## src/rtl/measure_scheduler.sv

```systemverilog
// Ranging sequencer: periodic meas_start, timed wait for meas_done, near/far
// hysteresis for presence, object count (binary + BCD) and LCD req/ack update.
module measure_scheduler #(
  parameter int unsigned PERIOD_CYCLES  = 3_000_000,
  parameter int unsigned TIMEOUT_CYCLES = 1_500_000,
  parameter int unsigned NEAR_CM        = 10,
  parameter int unsigned FAR_CM         = 15,
  parameter int unsigned CONFIRM_N      = 3,
  parameter int unsigned COUNT_MAX      = 99
) (
  input  logic        clk,
  input  logic        rst,
  input  logic        enable,
  output logic        meas_start,
  input  logic        meas_done,
  input  logic [15:0] distancia_cm,
  output logic        present,
  output logic [6:0]  count,
  output logic [7:0]  count_bcd,
  output logic        lcd_req,
  input  logic        lcd_ack,
  output logic [7:0]  err_cnt
);
  localparam int unsigned PW = (PERIOD_CYCLES  > 1) ? $clog2(PERIOD_CYCLES)  : 1;
  localparam int unsigned TW = (TIMEOUT_CYCLES > 1) ? $clog2(TIMEOUT_CYCLES) : 1;
  localparam logic [PW-1:0] PER_LAST  = PW'(PERIOD_CYCLES - 1);
  localparam logic [TW-1:0] TMO_LAST  = TW'(TIMEOUT_CYCLES - 1);
  localparam logic [15:0]   NEAR_V    = 16'(NEAR_CM);
  localparam logic [15:0]   FAR_V     = 16'(FAR_CM);
  localparam logic [3:0]    CONF_LAST = 4'(CONFIRM_N - 1);
  localparam logic [6:0]    CMAX      = 7'(COUNT_MAX);

  typedef enum logic [2:0] {S_IDLE, S_START, S_WAIT, S_EVAL, S_HOLD} state_t;

  state_t        state_q, state_d;
  logic [PW-1:0] per_q, per_d;
  logic [TW-1:0] wait_q, wait_d;
  logic [15:0]   dist_q, dist_d;
  logic          tmo_q, tmo_d;
  logic [3:0]    near_q, near_d, far_q, far_d;
  logic          present_q, present_d;
  logic [6:0]    count_q, count_d;
  logic [7:0]    bcd_q, bcd_d;
  logic          pend_q, pend_d;
  logic          req_q, req_d;
  logic [7:0]    err_q, err_d;
  logic          is_near, is_far, pend_set, req_rise;

  // A timed-out sample carries no valid distance and always counts as far.
  assign is_near = !tmo_q && (dist_q != 16'd0) && (dist_q < NEAR_V);
  assign is_far  = tmo_q || (dist_q == 16'd0) || (dist_q >= FAR_V);

  always_comb begin
    state_d   = state_q;
    per_d     = (per_q == PER_LAST) ? '0 : per_q + PW'(1);
    wait_d    = wait_q;
    dist_d    = dist_q;
    tmo_d     = tmo_q;
    near_d    = near_q;
    far_d     = far_q;
    present_d = present_q;
    count_d   = count_q;
    bcd_d     = bcd_q;
    err_d     = err_q;
    pend_set  = 1'b0;

    case (state_q)
      S_IDLE: begin
        per_d = '0;
        if (enable) state_d = S_START;
      end
      S_START: begin
        wait_d  = '0;
        state_d = S_WAIT;
      end
      S_WAIT: begin
        wait_d = wait_q + TW'(1);
        if (meas_done) begin
          dist_d  = distancia_cm;
          tmo_d   = 1'b0;
          state_d = S_EVAL;
        end else if (wait_q == TMO_LAST) begin
          dist_d  = '0;
          tmo_d   = 1'b1;
          if (err_q != 8'hFF) err_d = err_q + 8'd1;
          state_d = S_EVAL;
        end
      end
      S_EVAL: begin
        state_d = S_HOLD;
        if (!present_q) begin
          if (!is_near) begin
            near_d = '0;
          end else if (near_q == CONF_LAST) begin
            present_d = 1'b1;
            near_d    = '0;
            pend_set  = 1'b1;
            if (count_q == CMAX) begin
              count_d = '0;
              bcd_d   = '0;
            end else begin
              count_d = count_q + 7'd1;
              if (bcd_q[3:0] == 4'd9) bcd_d = {bcd_q[7:4] + 4'd1, 4'd0};
              else                    bcd_d = {bcd_q[7:4], bcd_q[3:0] + 4'd1};
            end
          end else begin
            near_d = near_q + 4'd1;
          end
        end else begin
          if (!is_far) begin
            far_d = '0;
          end else if (far_q == CONF_LAST) begin
            present_d = 1'b0;
            far_d     = '0;
          end else begin
            far_d = far_q + 4'd1;
          end
        end
      end
      S_HOLD: begin
        if (per_q == PER_LAST) state_d = enable ? S_START : S_IDLE;
      end
      default: state_d = S_IDLE;
    endcase
  end

  // Increments during an open request only re-arm pending; the LCD reads the live count.
  always_comb begin
    req_rise = !req_q && !lcd_ack && pend_q;
    req_d    = req_q;
    if (req_rise)               req_d = 1'b1;
    else if (req_q && lcd_ack)  req_d = 1'b0;
    pend_d = pend_set | (pend_q & ~req_rise);
  end

  always_ff @(posedge clk or posedge rst) begin
    if (rst) begin
      state_q   <= S_IDLE;
      per_q     <= '0;
      wait_q    <= '0;
      dist_q    <= '0;
      tmo_q     <= 1'b0;
      near_q    <= '0;
      far_q     <= '0;
      present_q <= 1'b0;
      count_q   <= '0;
      bcd_q     <= '0;
      pend_q    <= 1'b0;
      req_q     <= 1'b0;
      err_q     <= '0;
    end else begin
      state_q   <= state_d;
      per_q     <= per_d;
      wait_q    <= wait_d;
      dist_q    <= dist_d;
      tmo_q     <= tmo_d;
      near_q    <= near_d;
      far_q     <= far_d;
      present_q <= present_d;
      count_q   <= count_d;
      bcd_q     <= bcd_d;
      pend_q    <= pend_d;
      req_q     <= req_d;
      err_q     <= err_d;
    end
  end

  assign meas_start = (state_q == S_START);
  assign present    = present_q;
  assign count      = count_q;
  assign count_bcd  = bcd_q;
  assign lcd_req    = req_q;
  assign err_cnt    = err_q;
endmodule

```

## config.mk

```make
export PLATFORM = sky130hd
export DESIGN_NAME = measure_scheduler
export DESIGN_NICKNAME = d
export VERILOG_FILES = /design/src/rtl/measure_scheduler.sv
export SDC_FILE = /design/constraint.sdc
export NUM_CORES = 1
export LEC_CHECK = 0
export ABC_AREA = 1
export BUFFER_PORTS_ARGS = -buffer_cell sky130_fd_sc_hd__buf_2
export CAP_MARGIN = 0
export CORE_MARGIN = 2
export CORE_UTILIZATION = 58
export CTS_BUF_LIST = sky130_fd_sc_hd__clkbuf_8 sky130_fd_sc_hd__clkbuf_16
export DETAILED_ROUTE_END_ITERATION = 8
export PLACE_DENSITY = 0.78
export SLEW_MARGIN = 20
export SYNTH_ARGS = -nofsm -noshare
export SYNTH_HDL_FRONTEND = slang
export SYNTH_SLANG_ARGS = --single-unit
```

## constraint.sdc

```tcl
create_clock -name clk -period 5.2 [get_ports clk]
set_clock_uncertainty 0.15 [all_clocks]
set_input_delay 0.52 -clock clk [delete_from_list [all_inputs] [get_ports clk]]
set_output_delay 0.52 -clock clk [all_outputs]
set_load 0.05 [all_outputs]
```

==> Word-level counts from Yosys, hierarchy flattened <==
Cells that the tools add are included.
{ "classes": {"n_lt_le_gt_ge": 2, "bitwise": 5, "n_mux": 29, "n_eq_ne": 14, "add_sub_neg": 8, "n_reduce_logical": 24} }
{ "op_table": {"columns": ["cell", "n"], "rows": [
  ["$mux 22", 2],
  ["$pmux 21 s2", 1],
  ["$mux 16", 2],
  ["$add 22x1->22 const B", 1],
  ["$eq 22x22->1 const B", 1],
  ["$add 21x1->21 const B", 1],
  ["$eq 21x21->1 const B", 1],
  ["$add 4x1->4 const B", 4],
  ["$ge 16x4->1 const B", 1],
  ["$logic_not 16->1", 1],
  ["$lt 16x4->1 const B", 1],
  ["$mux 4", 4],
  ["$mux 8", 2],
  ["$reduce_bool 16->1", 1],
  ["$pmux 3 s5", 1],
  ["$mux 1", 12],
  ["$mux 3", 4],
  ["$add 8x1->8 const B", 1],
  ["$eq 4x2->1 const B", 2],
  ["$ne 8x8->1 const B", 1],
  ["$reduce_and 4->1", 2],
  ["$reduce_bool 2->1", 4],
  ["$add 7x1->7 const B", 1],
  ["$eq 7x7->1 const B", 1],
  ["other kinds (17)", 30]
]} }
{ "word_totals": {"output_inout_bits": 26, "inputBits": 21, "wordCells": 96, "register_bits": 97} }

==> Longest topological paths before layout <==
Gate-level depths: netlist of the first run.
{ "logic_depth": {"depth_word": 7, "ltp_mapped": 11, "depth_no_buf": 11} }

==> Worst setup path before layout of the first run <==
Ideal clock, no wire load.
{ "synth_timing": {"kind": "register -> register", "from": "register state_q[2]", "to": "register wait_q[1]", "path_buffers": 0, "required_time_ns": 4.928, "path_stages_with_launch": 6, "setup_slack_ns": 3.096, "t_arrival_ns": 1.832, "period_less_slack_ns": 2.104, "setup_time_ns": 0.122, "path_cell_list": "dfrtp_1 nor3_2 inv_2 nand2_4 inv_2 a32o_1"} }
{ "synth_via": {"elab_chain_len": 2, "word_cells_on_any_way": 4, "cone_classes": "2 x eq/ne; 1 x mux; 1 x reduce/logical"} }
{ "synth_lines": {"columns": ["element", "line", "text"], "rows": [
  ["start: declaration", "35", "state_t state_q, state_d;"],
  ["start signal: assignment", "152", "state_q <= state_d;"],
  ["$eq 3x1->1 (*)", null, null],
  ["named net meas_start", "14", "output logic meas_start,"],
  ["$pmux 21 s2 / $reduce_bool 2->1 (equally long branches)", null, null],
  ["end signal: assignment", "154", "wait_q <= wait_d;"],
  ["end: declaration", "37", "logic [TW-1:0] wait_q, wait_d;"]
]} }
Mark *: on every way through the listed nets, which the timed path passes. The rest lies on a longest branch.
A chain may end at the register's enable or synchronous reset.

==> Worst setup path after layout of the first run <==
{ "layout_timing": {"from": "register state_q[1]", "to": "output port meas_start"} }
{ "layout_via": {"elab_chain_len": 1} }
{ "layout_lines": {"columns": ["element", "line", "text"], "rows": [
  ["$eq 3x1->1", "168", "assign meas_start = (state_q == S_START);"],
  ["end: declaration", "14", null]
]} }
No other way between the ends.

==> summary.txt, run 1 <==
Routing
  – Via density: 5.42
  – Iteration count of the initial detailed-routing pass: 5
  – Vias: 4,663
  – Remaining DRCs: 0
  – Antenna viol nets, final: 0
  – Starting DRT DRC Count: 205
  – Total length of routed wires: 10.9 mm
  – Routed len/inst: 12.7 um

Clocking
  – Num CTS Buffers: 9
  – Post-CTS sizing: 0
  – Clock Sinks: 97
  – H-tree levels: 3
  – Clk buf depth: 2
  – Reg clk slew, reported paths: 0.11 ns
  – Skew-Pair Late Insertion Delay: 0.37 ns
  – Setup bufs post-CTS: 0
  – CTS tree: done
  – Clock root cell: clkbuf_8
  – Hold Buf Count CTS: 0

Critical path
  – Slowest stage delay, CP: 0.49 ns
  – Slowest CP cell: dfrtp_1
  – CP Cell Sequence: nor3_2, buf_2
  – CP required: 4.53 ns
  – Critical path class: register to output port
  – Crit Path Max Fanout: 5
  – Critical path capture point type: output port
  – Buf/Inv on CP: 1
  – CP Launch Type: register
  – CP arrival: 1.60 ns
  – Top delay family on crit path: flip-flops

STA
  – F_max: 0.441 GHz
  – Final number of hold-violating endpoints: 0
  – Time the worst path needs with I/O delays and setup: 2.27 ns
  – Worst slew pin tran: 0.894 ns
  – Count of final max-slew check failures: 0
  – Setup TNS Final: 0 ns
  – Rel. slew slack: 40.3%
  – Setup-failing EPs final: 0
  – RSZ-0062 raised after global routing: no
  – Post-route clock period utilization: 43.6%

Synth
  – Register bit total from synthesis: 97
  – Synth async-reset ratio: 100%
  – Synthesized Nets: 726
  – Mapped Area: 5490 um^2
  – Number of synthesis warnings: 0
  – Dominant synthesized flop cell: dfrtp_1
  – Sequential area share after synthesis: 44.3%
  – Post-synth EDFFs: 0
  – Mean Syn Cell Area: 7.90 um^2
  – Post-Synthesis Cells: 694
  – Synth unique cells: 43

Cells and area
  – Layout cells sized above 1: 17.1%
  – Final Util: 65.2%
  – Nets: 777
  – Most frequent cells in the layout: nand2_1 (171), dfrtp_1 (97), nor2_1 (74)
  – N_diodes: 0
  – P&R area growth vs syn: 9.31%
  – Most common cell after layout, fill and taps aside: nand2_1

Global routing
  – GRT Util Overall: 22.9%
  – Largest net degree at the start of global routing: 54
  – Vias in the first global route: 4,361
  – Initial antenna violation count: 0
  – First-pass GRT wire length: 19.2 mm
  – Total grt overflow: 0

Worst hold path
  – Hold WC Path Type: primary input to async pin

Power
  – Max VDD drop: 0.000172 V
  – Pwr dens: 314 nW/um^2
  – Leak pwr: 3.01 nW

Placement
  – HPWL Detailed: 8.05 mm
  – Final Wtd Congestion: 0.879
  – Port buffer count: 46

Floorplan
  – Die area: 10,300 um^2
  – Die height: 101 um
  – Core Area: 9200 um^2
  – Number of top-level pins: 47
  – Num rows: 35
  – Chip Width: 101 um
  – Initial Util: 59.6%

Status
  – Status: complete, no violations

Job
  – MaxCap Viol Count: 0
## path summary, 6_finish.rpt
| kind | cells past startpoint | start | endpoint | slack [ns] |
|---|---|---|---|---|
| worst min-delay path | 2 | rst | count_bcd[6]$_DFFE_PP0P_ | 0.16 |
| min in group clk | 2 | lcd_ack | lcd_req$_DFFE_PP0P_ | 0.16 |
| worst max-delay path | 2 | state_q[1]$_DFFE_PP0P_ | meas_start | 2.93 |
| worst max register to register | 6 | state_q[2]$_DFFE_PP0P_ | tmo_q$_DFFE_PP0P_ | 3.18 |
| max in group asynchronous | 3 | rst | wait_q[6]$_DFFE_PP0P_ | 3.67 |
| worst min register to register | 2 | dist_q[8]$_DFFE_PP0P_ | dist_q[8]$_DFFE_PP0P_ | 0.34 |
## power by group
part / internal (mW) / leakage (nW) / switching [mW]
clock network: 0.182 / 0.0908 / 0.283
logic: 0.145 / 1.60 / 0.345
registers: 0.847 / 1.32 / 0.0801
total: 1.17 / 3.01 / 0.707
## Yosys cell counts, types with 2 or more instances
cell / n / area (um^2)
nand2_1: 171 / 642
dfrtp_1: 97 / 2430
inv_1: 74 / 278
nor2_1: 74 / 278
nand3_1: 59 / 295
nand4_1: 33 / 206
o21ai_0: 20 / 100
nor3_1: 18 / 90.1
a21oi_1: 17 / 85.1
o21ai_1: 13 / 65.1
xor2_1: 13 / 114
ha_1: 11 / 138
inv_2: 11 / 41.3
nor2_4: 8 / 90.1
o21ai_2: 8 / 70.1
nor2_2: 7 / 43.8
nand2_2: 6 / 37.5
nand3_2: 6 / 60.1
xnor2_1: 6 / 52.6
nand2_4: 5 / 56.3
or2_2: 5 / 31.3
buf_6: 3 / 33.8
a211oi_1: 2 / 15.0
a31o_2: 2 / 17.5
a31oi_1: 2 / 12.5
buf_2: 2 / 10.0
clkbuf_1: 2 / 7.51
nand3b_1: 2 / 15.0
nor2_8: 2 / 40.0
o31ai_1: 2 / 15.0
## sequential cells by signal (all words and copies together) (netlist names)
register   flops
lcd_req        1
far_q          4
pend_q         1
tmo_q          1
count          7
state_q        3
near_q         4
per_q         22
count_bcd      8
dist_q        16
wait_q        21
present        1
err_cnt        8
## final cells by class
cell class	instances	area [um^2]
tap	111	139
fill	772	3200
clock inverter	7	60.1
clock buffer	9	124
timing repair buffer	47	238
inverter	86	324
sequential	97	2430
multi-input combinational	504	2680
## metrics by stage
stage	hold slack (ns)	total power [mW]	setup WS [ns]	area (um^2)	instances
after floorplan	0.293	1.33	2.00	5490	694
after global placement	0.307	1.41	3.20	5810	845
after detailed placement	0.312	1.43	3.15	5810	845
after CTS	0.149	1.90	2.92	6000	861
after global routing	0.158	2.01	2.86	6000	861
final	0.157	1.88	2.93	6000	861
## worst reg2reg max path, delay by kind of cell, from the launching register on
family | cells | cell delay, ns
buffers and inverters | 1 | 0.42
AOI/OAI and AO/OA | 1 | 0.07
and+or+nand+nor | 4 | 0.81
DFF | 1 | 0.46
## per-layer routing
metal / global-route usage [%] / vias up / part of all wire (%)
met1: 29.7 / 2193 / 46
met2: 39.4 / 80 / 50
met4: 6.03 / 0 / 0.87
li1: - / 2381 / -
met3: 4.42 / 9 / 3.8
met5: 0 / - / 0
## cell families (layout without fill, tap and decap cells)
kind of cell / after synthesis / after routing / share of synthesized area (%)
simple gates: 403 / 403 / 35.7
flops: 97 / 97 / 44.3
buf+inv: 93 / 149 / 6.82
compound gates: 71 / 71 / 7.64
xor+xnor: 19 / 19 / 3.03
fa+ha+maj: 11 / 11 / 2.51
(Power assumes the default switching activity.)
==> run 2: changes to the inputs <==
- ABC_AREA: 1 -> 0
- CORE_UTILIZATION: 58 -> 53
- PLACE_DENSITY: 0.78 -> 0.76
- clock period: 5.2 -> 1.9 ns (I/O delays scaled with it)
==> summary.txt, run 2 <==
Synth
  – Most common cell in the netlist: dfrtp_1
  – Top post-synthesis cells by area: dfrtp_1 (52%), nand2_1 (4.0%), nor2_1 (3.5%)
  – Mean Syn Cell Area: 10.1 um^2
  – Register bit total from synthesis: 97
  – Post-synth EDFFs: 0
  – Number of synthesis warnings: 0
  – Mapped Area: 4700 um^2
  – Post-synth top area cell: dfrtp_1
  – Synth cell count leaders: dfrtp_1 (97), nand2_1 (50), nor2_1 (44)
  – Sequential area share after synthesis: 51.6%
  – Dominant synthesized flop cell: dfrtp_1
  – Synth unique cells: 50
  – Synthesized Nets: 499
  – Synth top area share: 51.6%
  – Post-Synthesis Cells: 467
  – Synth async-reset ratio: 100%

Global routing
  – Largest net degree at the start of global routing: 58
  – GRT Util Overall: 26.0%
  – Initial antenna violation count: 0
  – Total grt overflow: 0
  – Vias in the first global route: 4,258
  – First-pass GRT wire length: 20.3 mm

Critical path
  – Crit Path Max Fanout: 7
  – Critical path class: register to register
  – Slowest CP cell: or4_4
  – Critical path capture point type: register
  – CP required: 2.02 ns
  – Slowest stage delay, CP: 0.56 ns
  – CP arrival: 2.31 ns
  – CP Launch Type: register
  – CP Cell Sequence: nor4_2, nand4_1, buf_4, or4_4, o21ai_1, o31ai_1

Clocking
  – Clk buf depth: 2
  – CTS tree: done
  – H-tree levels: 3
  – Reg clk slew, reported paths: 0.11 ns
  – Num CTS Buffers: 9
  – Clock root cell: clkbuf_8
  – Clock Sinks: 97
  – Skew-Pair Late Insertion Delay: 0.39 ns

STA
  – Rel. slew slack: 69.6%
  – Fin worst setup slack: -0.295 ns
  – F_max: 0.456 GHz
  – Time the worst path needs with I/O delays and setup: 2.20 ns
  – Setup-failing EPs final: 59
  – Final number of hold-violating endpoints: 0
  – Count of final max-slew check failures: 0
  – Worst slew pin tran: 0.453 ns
  – RSZ-0062 raised after global routing: yes
  – Post-route clock period utilization: 116%

Power
  – P_int: 4.00 mW
  – Psw: 2.15 mW
  – Leak pwr: 3.18 nW
  – Comb power frac: 35.2%
  – Total power: 6.15 mW
  – Reg power frac: 41.4%
  – Sw frac: 34.9%
  – Pwr dens: 911 nW/um^2
  – Clock power share: 23.4%
  – Max VDD drop: 0.000690 V

Cells and area
  – Nets: 664
  – Largest regs: per_q (22), wait_q (21), dist_q (16)
  – FF/Latch Area: 2430 um^2
  – Cell area after layout: 6750 um^2
  – N_diodes: 0
  – Most frequent cells in the layout: dfrtp_1 (93), buf_4 (72), nand2_1 (45), buf_2 (45), nor2_1 (42)
  – P&R area growth vs syn: 43.6%
  – Largest register FFs: 22
  – Most common cell after layout, fill and taps aside: dfrtp_1
  – Multi-input gate area: 2600 um^2
  – # fillers: 525
  – Layout cells sized above 1: 37.8%
  – Reg with most FFs: per_q

Floorplan
  – Core Area: 8680 um^2
  – Number of top-level pins: 47
  – Initial Util: 54.2%
  – Num rows: 34
  – Die area: 9640 um^2
  – Chip Width: 98.2 um
  – Die height: 98.2 um

Routing
  – Met2 wire len: 7.43 mm
  – Iteration count of the initial detailed-routing pass: 5
  – Remaining DRCs: 0
  – Top sig layer: met4
  – M1 wire length: 5.68 mm
  – Via density: 5.98
  – Routed wire length on met3: 652 um
  – Antenna viol nets, final: 0
  – Routed len/inst: 19.1 um
  – Vias: 4,452
  – Total length of routed wires: 14.2 mm
  – Starting DRT DRC Count: 284

Status
  – Violated checks: setup timing
  – Status: complete, but fails checks

Placement
  – DP Area: 5700 um^2
  – Final Wtd Congestion: 0.941
  – HPWL Detailed: 7.67 mm
  – Port buffer count: 46

Job
  – MaxCap Viol Count: 0

Worst hold path
  – Hold WC Path Type: primary input to async pin
==> run 2: worst max-delay path: cells and delay by family (launching register included) <==
kind                   cells  cell delay (ns)
AOI/OAI and AO/OA          2             0.24
buffers and inverters      1             0.19
DFF                        1             0.44
and+or+nand+nor            3             1.05
==> run 2: area by class of cell <==
| type | instances | share of cell area, % |
|---|---|---|
| inverters | 13 | 0.853 |
| multi-input cells | 347 | 38.6 |
| clock buffers | 9 | 1.84 |
| repair buffers | 164 | 19.5 |
| flip-flops and latches | 97 | 36.0 |
| clock inverters | 7 | 1.17 |
| well taps | 108 | 2.00 |
==> run 2: worst paths after layout <==
| check | depth (start not counted) | end | startpoint | slack [ns] |
|---|---|---|---|---|
| worst max-delay path | 6 | count_bcd[3]$_DFFE_PP0P_ | dist_q[14]$_DFFE_PP0P_ | -0.30 |
| worst min-delay path | 3 | per_q[19]$_DFF_PP0_ | rst | 0.20 |
| worst max register to register | 6 | count_bcd[3]$_DFFE_PP0P_ | dist_q[14]$_DFFE_PP0P_ | -0.30 |
| worst min register to register | 1 | wait_q[14]$_DFFE_PP0P_ | wait_q[14]$_DFFE_PP0P_ | 0.36 |
| max in group asynchronous | 4 | state_q[0]$_DFFE_PP0P_ | rst | 0.77 |
| min in group clk | 3 | dist_q[9]$_DFFE_PP0P_ | meas_done | 0.20 |
==> run 2: power by group through the flow <==
stage / logic, mW / clock network [mW] / registers (mW)
2_1_floorplan: 0.943 / 0 / 2.48
3_3_place_gp: 1.48 / 0 / 2.51
3_5_place_dp: 1.52 / 0 / 2.53
4_1_cts: 1.71 / 1.41 / 2.49
5_1_grt: 2.30 / 1.54 / 2.56
6_report: 2.17 / 1.44 / 2.54
==> run 2: logic make-up (layout without fill, tap and decap cells) <==
logic type,count (synthesis),in the layout,share of synthesized area (%)
simple gates,211,213,23.5
buf+inv,27,193,2.45
fa+ha+maj,11,11,2.93
mux,8,8,1.76
xor+xnor,30,30,5.59
flops,97,97,51.6
compound gates,83,85,12.2
==> run 2: metal layers <==
layer | GRT usage, % | vias up
li1 | - | 2016
met1 | 33.1 | 2232
met2 | 44.5 | 163
met3 | 4.44 | 41
met4 | 10.3 | 0
met5 | 0 | -
==> run 2: repair_timing <==
action	4_1_cts	5_1_grt
hold buffers	19	0
cloned	2	2
hold endpoints to repair	49	0
pin swaps	23	27
gates resized for setup	42	60
buffers inserted	8	18
endpoints found under the setup margin	71	81
==> run 2: metrics by stage <==
step	instances	utilization, %	setup slack [ns]	TNS (ns)	hold slack [ns]
after floorplan	467	-	-0.245	-3.18	0.106
after global placement	682	65.6	-0.212	-6.03	0.0693
after detailed placement	682	65.6	-0.246	-7.71	0.0744
after CTS	726	73.1	-0.239	-5.77	0.178
after global routing	745	77.8	-0.412	-12.70	0.179
final	745	77.8	-0.295	-7.90	0.195
==> run 3: changes to the inputs <==
- CORE_ASPECT_RATIO: unset -> 0.6
==> summary.txt, run 3 (synthesis gave the netlist of run 2 again) <==
Power
  – Comb power frac: 32.1%
  – Reg power frac: 40.9%
  – P_int: 4.24 mW
  – Clock power share: 27.0%
  – Sw frac: 31.9%
  – Pwr dens: 914 nW/um^2
  – Leak pwr: 3.23 nW
  – Max VDD drop: 0.000789 V
  – Total power: 6.22 mW
  – Psw: 1.98 mW

Placement
  – DP Area: 5720 um^2
  – Port buffer count: 46
  – HPWL Detailed: 8.11 mm
  – Final Wtd Congestion: 0.870
  – Placed Cells: 689

STA
  – Final number of hold-violating endpoints: 0
  – Hold_ws: 0.236 ns
  – F_max: 0.433 GHz
  – Worst slew pin tran: 0.713 ns
  – Count of final max-slew check failures: 0
  – Time the worst path needs with I/O delays and setup: 2.31 ns
  – RSZ-0062 raised after global routing: yes
  – Setup-failing EPs final: 52
  – Fin worst setup slack: -0.407 ns
  – Post-route clock period utilization: 121%
  – Rel. slew slack: 52.1%

Cells and area
  – P&R area growth vs syn: 44.9%
  – Most frequent cells in the layout: dfrtp_1 (92), buf_4 (79), buf_2 (45)
  – Nets: 662
  – Most common cell after layout, fill and taps aside: dfrtp_1
  – Layout Cells excl Fill: 746
  – N_diodes: 0
  – Reg with most FFs: per_q
  – Largest regs: per_q (22), wait_q (21), dist_q (16)
  – Layout cells sized above 1: 39.4%
  – Largest register FFs: 22
  – Cell area after layout: 6810 um^2

Critical path
  – Critical path capture point type: register
  – Critical path class: register to register
  – CP required: 2.00 ns
  – CP Launch Type: register
  – CP arrival: 2.41 ns
  – Crit Path Max Fanout: 4

Status
  – Status: complete, but fails checks
  – Violated checks: setup timing

Clocking
  – Clk buf depth: 2
  – Num CTS Buffers: 9
  – Clock root cell: clkbuf_16
  – CTS tree: done
  – H-tree levels: 3
  – Reg clk slew, reported paths: 0.06 ns
  – Clock Sinks: 97
  – Skew-Pair Late Insertion Delay: 0.35 ns

Routing
  – M1 wire length: 6.09 mm
  – Remaining DRCs: 0
  – Top sig layer: met4
  – Iteration count of the initial detailed-routing pass: 5
  – Vias: 4,550
  – Antenna viol nets, final: 0
  – Starting DRT DRC Count: 460
  – Routed len/inst: 19.6 um
  – Total length of routed wires: 14.6 mm
  – Routed wire length on met3: 964 um
  – Via density: 6.10
  – Met2 wire len: 7.15 mm

Global routing
  – GRT Util Overall: 27.9%
  – First-pass GRT wire length: 21.4 mm
  – Total grt overflow: 0
  – Vias in the first global route: 4,359
  – Largest net degree at the start of global routing: 98
  – Initial antenna violation count: 0

Worst hold path
  – Hold WC Path Type: primary input to register

Floorplan
  – Core Area: 8560 um^2
  – Die area: 9660 um^2
  – Num rows: 26
  – Die height: 77.0 um
  – Number of top-level pins: 47
  – Initial Util: 54.9%
  – Chip Width: 126 um

Job
  – MaxCap Viol Count: 0
## run 3: stage by stage
step           setup WS [ns]  setup TNS (ns)  utilization (%)
2_1_floorplan         -0.245           -3.18                -
3_3_place_gp          -0.202           -6.18             66.9
3_5_place_dp          -0.267           -8.72             66.9
4_1_cts               -0.296           -8.70             75.4
5_1_grt               -0.488          -16.30             79.6
6_report              -0.407          -12.36             79.6
## run 3: worst max-delay path: stages, from the launching register on
cell	delay, ns
dfrtp_1	0.41
nor4_2	0.36
nand4_1	0.26
buf_4	0.23
nor4_4	0.23
buf_6	0.17
buf_6	0.11
nand2_4	0.06
o31ai_4	0.24
## run 3: power by group through the flow
stage	logic, mW	clock network, mW	registers [mW]
2_1_floorplan	0.943	0	2.48
3_3_place_gp	1.54	0	2.50
3_5_place_dp	1.60	0	2.52
4_1_cts	1.73	1.69	2.50
5_1_grt	2.14	1.78	2.57
6_report	2.00	1.68	2.54
## run 3: final timing paths
check	startpoint	end	slack, ns	depth (start not counted)
min	meas_done	tmo_q$_DFFE_PP0P_	0.24	4
max reg2reg	dist_q[12]$_DFFE_PP0P_	count_bcd[3]$_DFFE_PP0P_	-0.41	8
max	dist_q[12]$_DFFE_PP0P_	count_bcd[3]$_DFFE_PP0P_	-0.41	8
min in group asynchronous	rst	wait_q[4]$_DFFE_PP0P_	0.38	4
max in group asynchronous	rst	state_q[2]$_DFFE_PP0P_	0.82	4
min reg2reg	err_cnt[7]$_DFFE_PP0P_	err_cnt[7]$_DFFE_PP0P_	0.35	1
## run 3: layout make-up
class	instances	area [um^2]
timing repair buffer	162	1250
tap	112	140
sequential	97	2430
inverter	13	57.6
fill	502	1740
clock inverter	4	15.0
clock buffer	11	253
multi-input combinational	347	2660
## run 3: repair_timing
action / in CTS / in global routing
hold buffers: 19 / 0
cloned: 1 / 3
buffers inserted: 9 / 11
resized for setup: 44 / 66
endpoints found under the setup margin: 70 / 84
pin swaps: 18 / 22
endpoints found under the hold margin: 116 / 0
## run 3: metal layers
metal | global-route usage (%) | up-vias
li1 | - | 2007
met1 | 37.9 | 2305
met2 | 44.2 | 193
met3 | 6.91 | 45
met4 | 9.56 | 0
met5 | 0 | -
